File: src/rtl/dac_seq_arbiter_if.sv
`default_nettype none
// ============================================================================
// Module   : dac_seq_arbiter_if
// Purpose  : Request/grant/DAC-code bundle between requesters and the arbiter.
// Revision : 1.0
// ============================================================================
interface dac_seq_arbiter_if;
    logic [1:0] req;
    logic [2:0] code0;
    logic [2:0] code1;
    logic [1:0] gnt;
    logic [1:0] done;
    logic       busy;
    logic [3:0] b;
    logic [2:0] level;

    modport master (
        output req, code0, code1,
        input  gnt, done, busy, b, level
    );

    modport slave (
        input  req, code0, code1,
        output gnt, done, busy, b, level
    );
endinterface

`default_nettype wire

File: src/rtl/dac_seq_arbiter.sv
`default_nettype none
// ============================================================================
// Module   : dac_seq_arbiter
// Purpose  : Round-robin sharing of a 4-bit thermometer DAC between two
//            requesters; optional one-step-per-cycle ramp under DAC_RAMP_EN.
// Revision : 1.0
// ============================================================================
module dac_seq_arbiter #(
    parameter int SETTLE_CYCLES = 4   // legal 1..15
) (
    input  wire logic        clk,
    input  wire logic        rst,
    dac_seq_arbiter_if.slave bus
);

    localparam logic [1:0] c_IDLE   = 2'd0;
    localparam logic [1:0] c_RAMP   = 2'd1;
    localparam logic [1:0] c_SETTLE = 2'd2;
    localparam logic [1:0] c_DONE   = 2'd3;

    localparam logic [3:0] c_SETTLE_LOAD = 4'(SETTLE_CYCLES);

    function automatic logic [3:0] therm(input logic [2:0] lvl);
        logic [3:0] r;
        case (lvl)
            3'd0:    r = 4'b0000;
            3'd1:    r = 4'b0001;
            3'd2:    r = 4'b0011;
            3'd3:    r = 4'b0111;
            default: r = 4'b1111;
        endcase
        return r;
    endfunction

    function automatic logic [2:0] clamp(input logic [2:0] c);
        return (c > 3'd4) ? 3'd4 : c;
    endfunction

    logic [1:0] state_q,   state_d;
    logic [2:0] level_q,   level_d;
    logic [3:0] cnt_q,     cnt_d;
    logic [1:0] gnt_q,     gnt_d;
    logic [1:0] done_q,    done_d;
    logic       busy_q,    busy_d;
    logic [3:0] b_q,       b_d;
    logic       rr_last_q, rr_last_d;
`ifdef DAC_RAMP_EN
    logic [2:0] target_q,  target_d;
`endif

    logic       w_win;
    logic [2:0] w_tgt;

    // On a tie the requester that did not win last time is served.
    always_comb begin
        case (bus.req)
            2'b01:   w_win = 1'b0;
            2'b10:   w_win = 1'b1;
            default: w_win = ~rr_last_q;
        endcase
    end

    assign w_tgt = w_win ? clamp(bus.code1) : clamp(bus.code0);

    always_comb begin
        state_d   = state_q;
        level_d   = level_q;
        cnt_d     = cnt_q;
        gnt_d     = gnt_q;
        rr_last_d = rr_last_q;
`ifdef DAC_RAMP_EN
        target_d  = target_q;
`endif
        case (state_q)
            c_IDLE: begin
                gnt_d = 2'b00;
                if (bus.req != 2'b00) begin
                    gnt_d     = w_win ? 2'b10 : 2'b01;
                    rr_last_d = w_win;
`ifdef DAC_RAMP_EN
                    target_d  = w_tgt;
                    state_d   = c_RAMP;
`else
                    level_d   = w_tgt;
                    cnt_d     = c_SETTLE_LOAD;
                    state_d   = c_SETTLE;
`endif
                end
            end
            c_RAMP: begin
`ifdef DAC_RAMP_EN
                if (level_q < target_q) begin
                    level_d = level_q + 3'd1;
                end else if (level_q > target_q) begin
                    level_d = level_q - 3'd1;
                end else begin
                    cnt_d   = c_SETTLE_LOAD;
                    state_d = c_SETTLE;
                end
`else
                // Unreachable without ramp support; recover to IDLE.
                gnt_d   = 2'b00;
                state_d = c_IDLE;
`endif
            end
            c_SETTLE: begin
                cnt_d = cnt_q - 4'd1;
                if (cnt_q == 4'd1) begin
                    state_d = c_DONE;
                end
            end
            default: begin
                gnt_d   = 2'b00;
                state_d = c_IDLE;
            end
        endcase
    end

    // Outputs are derived from next-state values so every port is a flop.
    assign done_d = (state_d == c_DONE) ? gnt_d : 2'b00;
    assign busy_d = (state_d != c_IDLE);
    assign b_d    = therm(level_d);

    always_ff @(posedge clk) begin
        if (rst) begin
            state_q   <= c_IDLE;
            level_q   <= 3'd0;
            cnt_q     <= 4'd0;
            gnt_q     <= 2'b00;
            done_q    <= 2'b00;
            busy_q    <= 1'b0;
            b_q       <= 4'b0000;
            rr_last_q <= 1'b1;
`ifdef DAC_RAMP_EN
            target_q  <= 3'd0;
`endif
        end else begin
            state_q   <= state_d;
            level_q   <= level_d;
            cnt_q     <= cnt_d;
            gnt_q     <= gnt_d;
            done_q    <= done_d;
            busy_q    <= busy_d;
            b_q       <= b_d;
            rr_last_q <= rr_last_d;
`ifdef DAC_RAMP_EN
            target_q  <= target_d;
`endif
        end
    end

    assign bus.gnt   = gnt_q;
    assign bus.done  = done_q;
    assign bus.busy  = busy_q;
    assign bus.b     = b_q;
    assign bus.level = level_q;

endmodule

`default_nettype wire
File: src/flat_wrapper.sv
// flat-port wrapper written by rule: the top's interface ports become plain ports
module dac_seq_arbiter_flat 
#(
    parameter int SETTLE_CYCLES = 4                 
)
  (clk, rst, bus_req, bus_code0, bus_code1, bus_gnt, bus_done, bus_busy, bus_b, bus_level);
  dac_seq_arbiter_if bus_i ();
  input  wire logic clk;
  input  wire logic rst;
  input wire logic [$bits(bus_i.req)-1:0] bus_req;
  input wire logic [$bits(bus_i.code0)-1:0] bus_code0;
  input wire logic [$bits(bus_i.code1)-1:0] bus_code1;
  output wire logic [$bits(bus_i.gnt)-1:0] bus_gnt;
  output wire logic [$bits(bus_i.done)-1:0] bus_done;
  output wire logic [$bits(bus_i.busy)-1:0] bus_busy;
  output wire logic [$bits(bus_i.b)-1:0] bus_b;
  output wire logic [$bits(bus_i.level)-1:0] bus_level;
  assign bus_i.req = bus_req;
  assign bus_i.code0 = bus_code0;
  assign bus_i.code1 = bus_code1;
  assign bus_gnt = bus_i.gnt;
  assign bus_done = bus_i.done;
  assign bus_busy = bus_i.busy;
  assign bus_b = bus_i.b;
  assign bus_level = bus_i.level;
  dac_seq_arbiter #(.SETTLE_CYCLES(SETTLE_CYCLES)) u_core (.clk(clk), .rst(rst), .bus(bus_i));
endmodule
File: config.mk
export PLATFORM = sky130hd
export DESIGN_NAME = dac_seq_arbiter_flat
export DESIGN_NICKNAME = d
export VERILOG_FILES = /design/src/rtl/dac_seq_arbiter_if.sv /design/src/rtl/dac_seq_arbiter.sv /design/src/flat_wrapper.sv
export SDC_FILE = /design/constraint.sdc
export NUM_CORES = 1
export LEC_CHECK = 0
export BUFFER_PORTS_ARGS = -buffer_cell sky130_fd_sc_hd__buf_2
export CORE_MARGIN = 2
export CORE_UTILIZATION = 57
export CTS_BUF_LIST = sky130_fd_sc_hd__clkbuf_4 sky130_fd_sc_hd__clkbuf_8
export DETAILED_ROUTE_END_ITERATION = 16
export PLACE_DENSITY = 0.95
export SETUP_SLACK_MARGIN = 0.1
export SLEW_MARGIN = 10
export SYNTH_ARGS = -nofsm -noshare
export SYNTH_HDL_FRONTEND = slang
export SYNTH_SLANG_ARGS = --single-unit
File: constraint.sdc
create_clock -name clk -period 4.7 [get_ports clk]
set_input_delay 0.94 -clock clk [delete_from_list [all_inputs] [get_ports clk]]
set_output_delay 0.94 -clock clk [all_outputs]
set_load 0.005 [all_outputs]
==> impl_metrics.yaml <==
synth:
  synth.area.mux_share_pct: 0
  synth_cells: 88
  synth_common_cells: "dfxtp_1, nor2_1, inv_1"
  syn_area_um2: 830.8
  ys.flop_type: "dfxtp_1"
  syn_area_per_cell_um2: 9.441
  yosys.area_share.xor_xnor_pct: 0
  ys.warnings.count: 0
  synth_async_sr_flop_share_pct: 0
  synth_edf_count: 0
  ys_seq_elements: 19
  ys_types: 30
  yosysMostFrequentCell: "dfxtp_1"
  synthAdderAreaFrac_pct: 6.024
  synth_top_area_cell: "dfxtp_1"
  synth.area.top_cells: "dfxtp_1, nor2_1, ha_1, a311oi_2, inv_1"
  synth_simple_gate_area_share_pct: 23.04
  yosysTopAreaCellShare_pct: 45.78
  synth_compound_area_share_pct: 19.73
  yosysSeqAreaShare_pct: 45.78
  synth_top_family_by_area: "simple AND/OR/NAND/NOR gates"
  synth_nets: 102
layout:
  post-route-util_pct: 72.70
  multi_input_area_um2: 405.4
  n_fill_cell: 117
  drive_above_1_share_pct: 27.93
  seq_area_um2: 380.4
  area_growth_pct: 16.72
  n_antenna_cell: 0
  fin_nets: 126
setup_path:
  crit_path_end_kind: "register"
  critical_path_required_ns: 4.95
  regToRegEndpoint: "u_core.bus.b[0]$_SDFF_PP0_"
  ff2ff_path_depth: 4
  startpoint_type: "input pin"
  critical_path.top_delay_family: "simple AND/OR/NAND/NOR gates"
  crit_fanout: 12
  critical_path_buf_inv_count: 2
  cpPeakStageDelay_ns: 0.50
  reg2reg_slack_ns: 3.11
  worst_path_max_delay_cell: "nor3_4"
  worst-setup-path-type: "input pin to register"
  cp.arrival_ns: 2.47
  crit_chain: "buf_2, inv_1, ha_1, nor3_4, nor2_1, a311oi_4, or3_1"
  r2r-start: "u_core.state_q[1]$_SDFF_PP0_"
clocking:
  cts_tree: "done"
  cts.repair.resized: 0
  cts-root-buf: "clkbuf_4"
  clkSinkCount: 19
  path_clk_slew_ns: 0.10
  post-cts-setup-buffers: 0
  clk_latency_ns: 0.30
  hold_buffers: 0
  cts_buffer_depth: 2
  cts_buffers: 3
  h-tree-depth: 1
run:
  drv_cap: 0
routing:
  drtPass1Iterations: 4
  wl_per_cell_um: 12.25
  dr_total_vias: 685
  via_per_inst: 5.437
  antenna_left: 0
  drt_wl_total_um: 1543
  drtIter0Drc: 5
  drc: 0
worst_hold_path:
  hp-class: "register to register"
  worstHoldPathCells: 2
  hold_end: "u_core.cnt_q[2]$_SDFFE_PP0P_"
  hp-start: "u_core.cnt_q[2]$_SDFFE_PP0P_"
sta:
  skew_ns: 0.005812
  slew_viol_final: 0
  worst_pin_slew_ns: 0.5395
  final_hold_viol_count: 0
  final.setup.tns_ns: 0
  rsz0062_at_grt: "no"
  fmax_mhz: 450.2
  setup_violations: 0
  period_minus_slack_ns: 2.221
  finalCritPeriodShare_pct: 47.26
  slew_headroom_pct: 63.92
global_routing:
  grt_pass1_vias: 679
  grt_max_degree: 15
  grt_pass1_wl_um: 2766
  track_usage_pct: 20.39
  antenna_found_initial: 0
  gr-total-overflow: 0
placed_design:
  gp_congestion: 0.7987
  dp_hpwl_um: 1193
  port_buffers: 21
power:
  leakage_uw: 0.0004624
  vdd_drop_max_uv: 188.4
  power_density_nw_per_um2: 345.1
floorplanning:
  start_util_pct: 62.29
  core_area_um2: 1334
  die_w_um: 42.18
  die_h_um: 42.18
  die_area_um2: 1779
  rows: 13
  io_pins: 22
run_status:
  outcome: "finished clean"
## how the worst max path moves through the flow
| stage | start | endpoint | slack (ns) | cells past startpoint |
|---|---|---|---|---|
| finish | bus_req[0] | u_core.bus.b[0]$_SDFF_PP0_ | 2.48 | 7 |
| global route | bus_req[0] | u_core.bus.b[0]$_SDFF_PP0_ | 2.35 | 7 |
| CTS | bus_req[0] | u_core.bus.b[0]$_SDFF_PP0_ | 2.48 | 7 |
| detailed placement | bus_req[0] | u_core.bus.b[0]$_SDFF_PP0_ | 2.18 | 6 |
| global placement | bus_req[0] | u_core.bus.b[0]$_SDFF_PP0_ | 2.26 | 6 |
| floorplan | bus_req[0] | u_core.bus.b[0]$_SDFF_PP0_ | 2.42 | 6 |
## through the flow
step                      total power (µW)  cells  cell area [µm²]  setup slack (ns)  hold WS [ns]
final                                334.6    126            969.7             2.479        0.5385
after floorplan                      229.7     88            830.8             2.425        0.4772
after CTS                            336.0    126            969.7             2.479        0.5365
after global placement               247.1    122            939.7             2.263        0.4905
after detailed placement             250.6    122            939.7             2.182        0.5085
after global routing                 351.7    126            969.7             2.346        0.5900
## flip-flops by register name (all words and copies together), names as in the netlist
register          flops
u_core.bus.b          4
u_core.cnt_q          4
u_core.bus.level      3
u_core.bus.done       2
u_core.bus.gnt        2
u_core.state_q        2
u_core.bus.busy       1
u_core.rr_last_q      1
## cell type report
class	instances	share of cell area [%]
tap	15	1.935
clock buffer	4	3.097
multi-input combinational	59	41.81
inverter	8	3.097
timing repair buffer	21	10.84
sequential	19	39.23
## power breakdown
part | switching [µW] | internal, µW
logic | 35.2 | 29.0
clock network | 48.7 | 38.9
registers | 7.67 | 175
## cells by family after synthesis
group,after synthesis
simple gates,36
compound gates,19
flops,19
buf+inv,10
fa+ha+maj,4
## cell usage in the layout, fill, tap and decap left out
master    instances
buf_2            21
dfxtp_1          19
nor2_1           18
inv_1             8
ha_1              4
clkbuf_4          4
nand3_1           3
o21ai_0           3
nor2b_1           3
nand2_1           2
a21o_1            2
a311oi_1          2
a21oi_1           2
nand4b_1          2
a311oi_2          2
a31oi_1           2
nor3_4            1
or2_4             1
and2_1            1
o21ai_2           1
a311oi_4          1
nand2b_1          1
or2b_1            1
a21boi_0          1
o21ai_1           1
or2_1             1
or3_1             1
nand3b_1          1
a221oi_1          1
a22oi_1           1
## worst register-to-register path, cell delays in order (launching register included)
cell and delay [ns]:
dfxtp_1 0.38, nor3_4 0.49, nor2_1 0.18, a311oi_4 0.34, or3_1 0.16
## routing by layer
layer / part of all wire [%] / routed length [µm] / track usage [%] / vias up
met5: 0 / 0 / 0 / -
met4: 2.9 / 45 / 11.25 / 0
met3: 5.2 / 80 / 3.879 / 5
met2: 45 / 689 / 33.54 / 21
met1: 47 / 727 / 24.80 / 309
li1: - / - / - / 350
No activity file was read; power rests on OpenSTA's default activity.
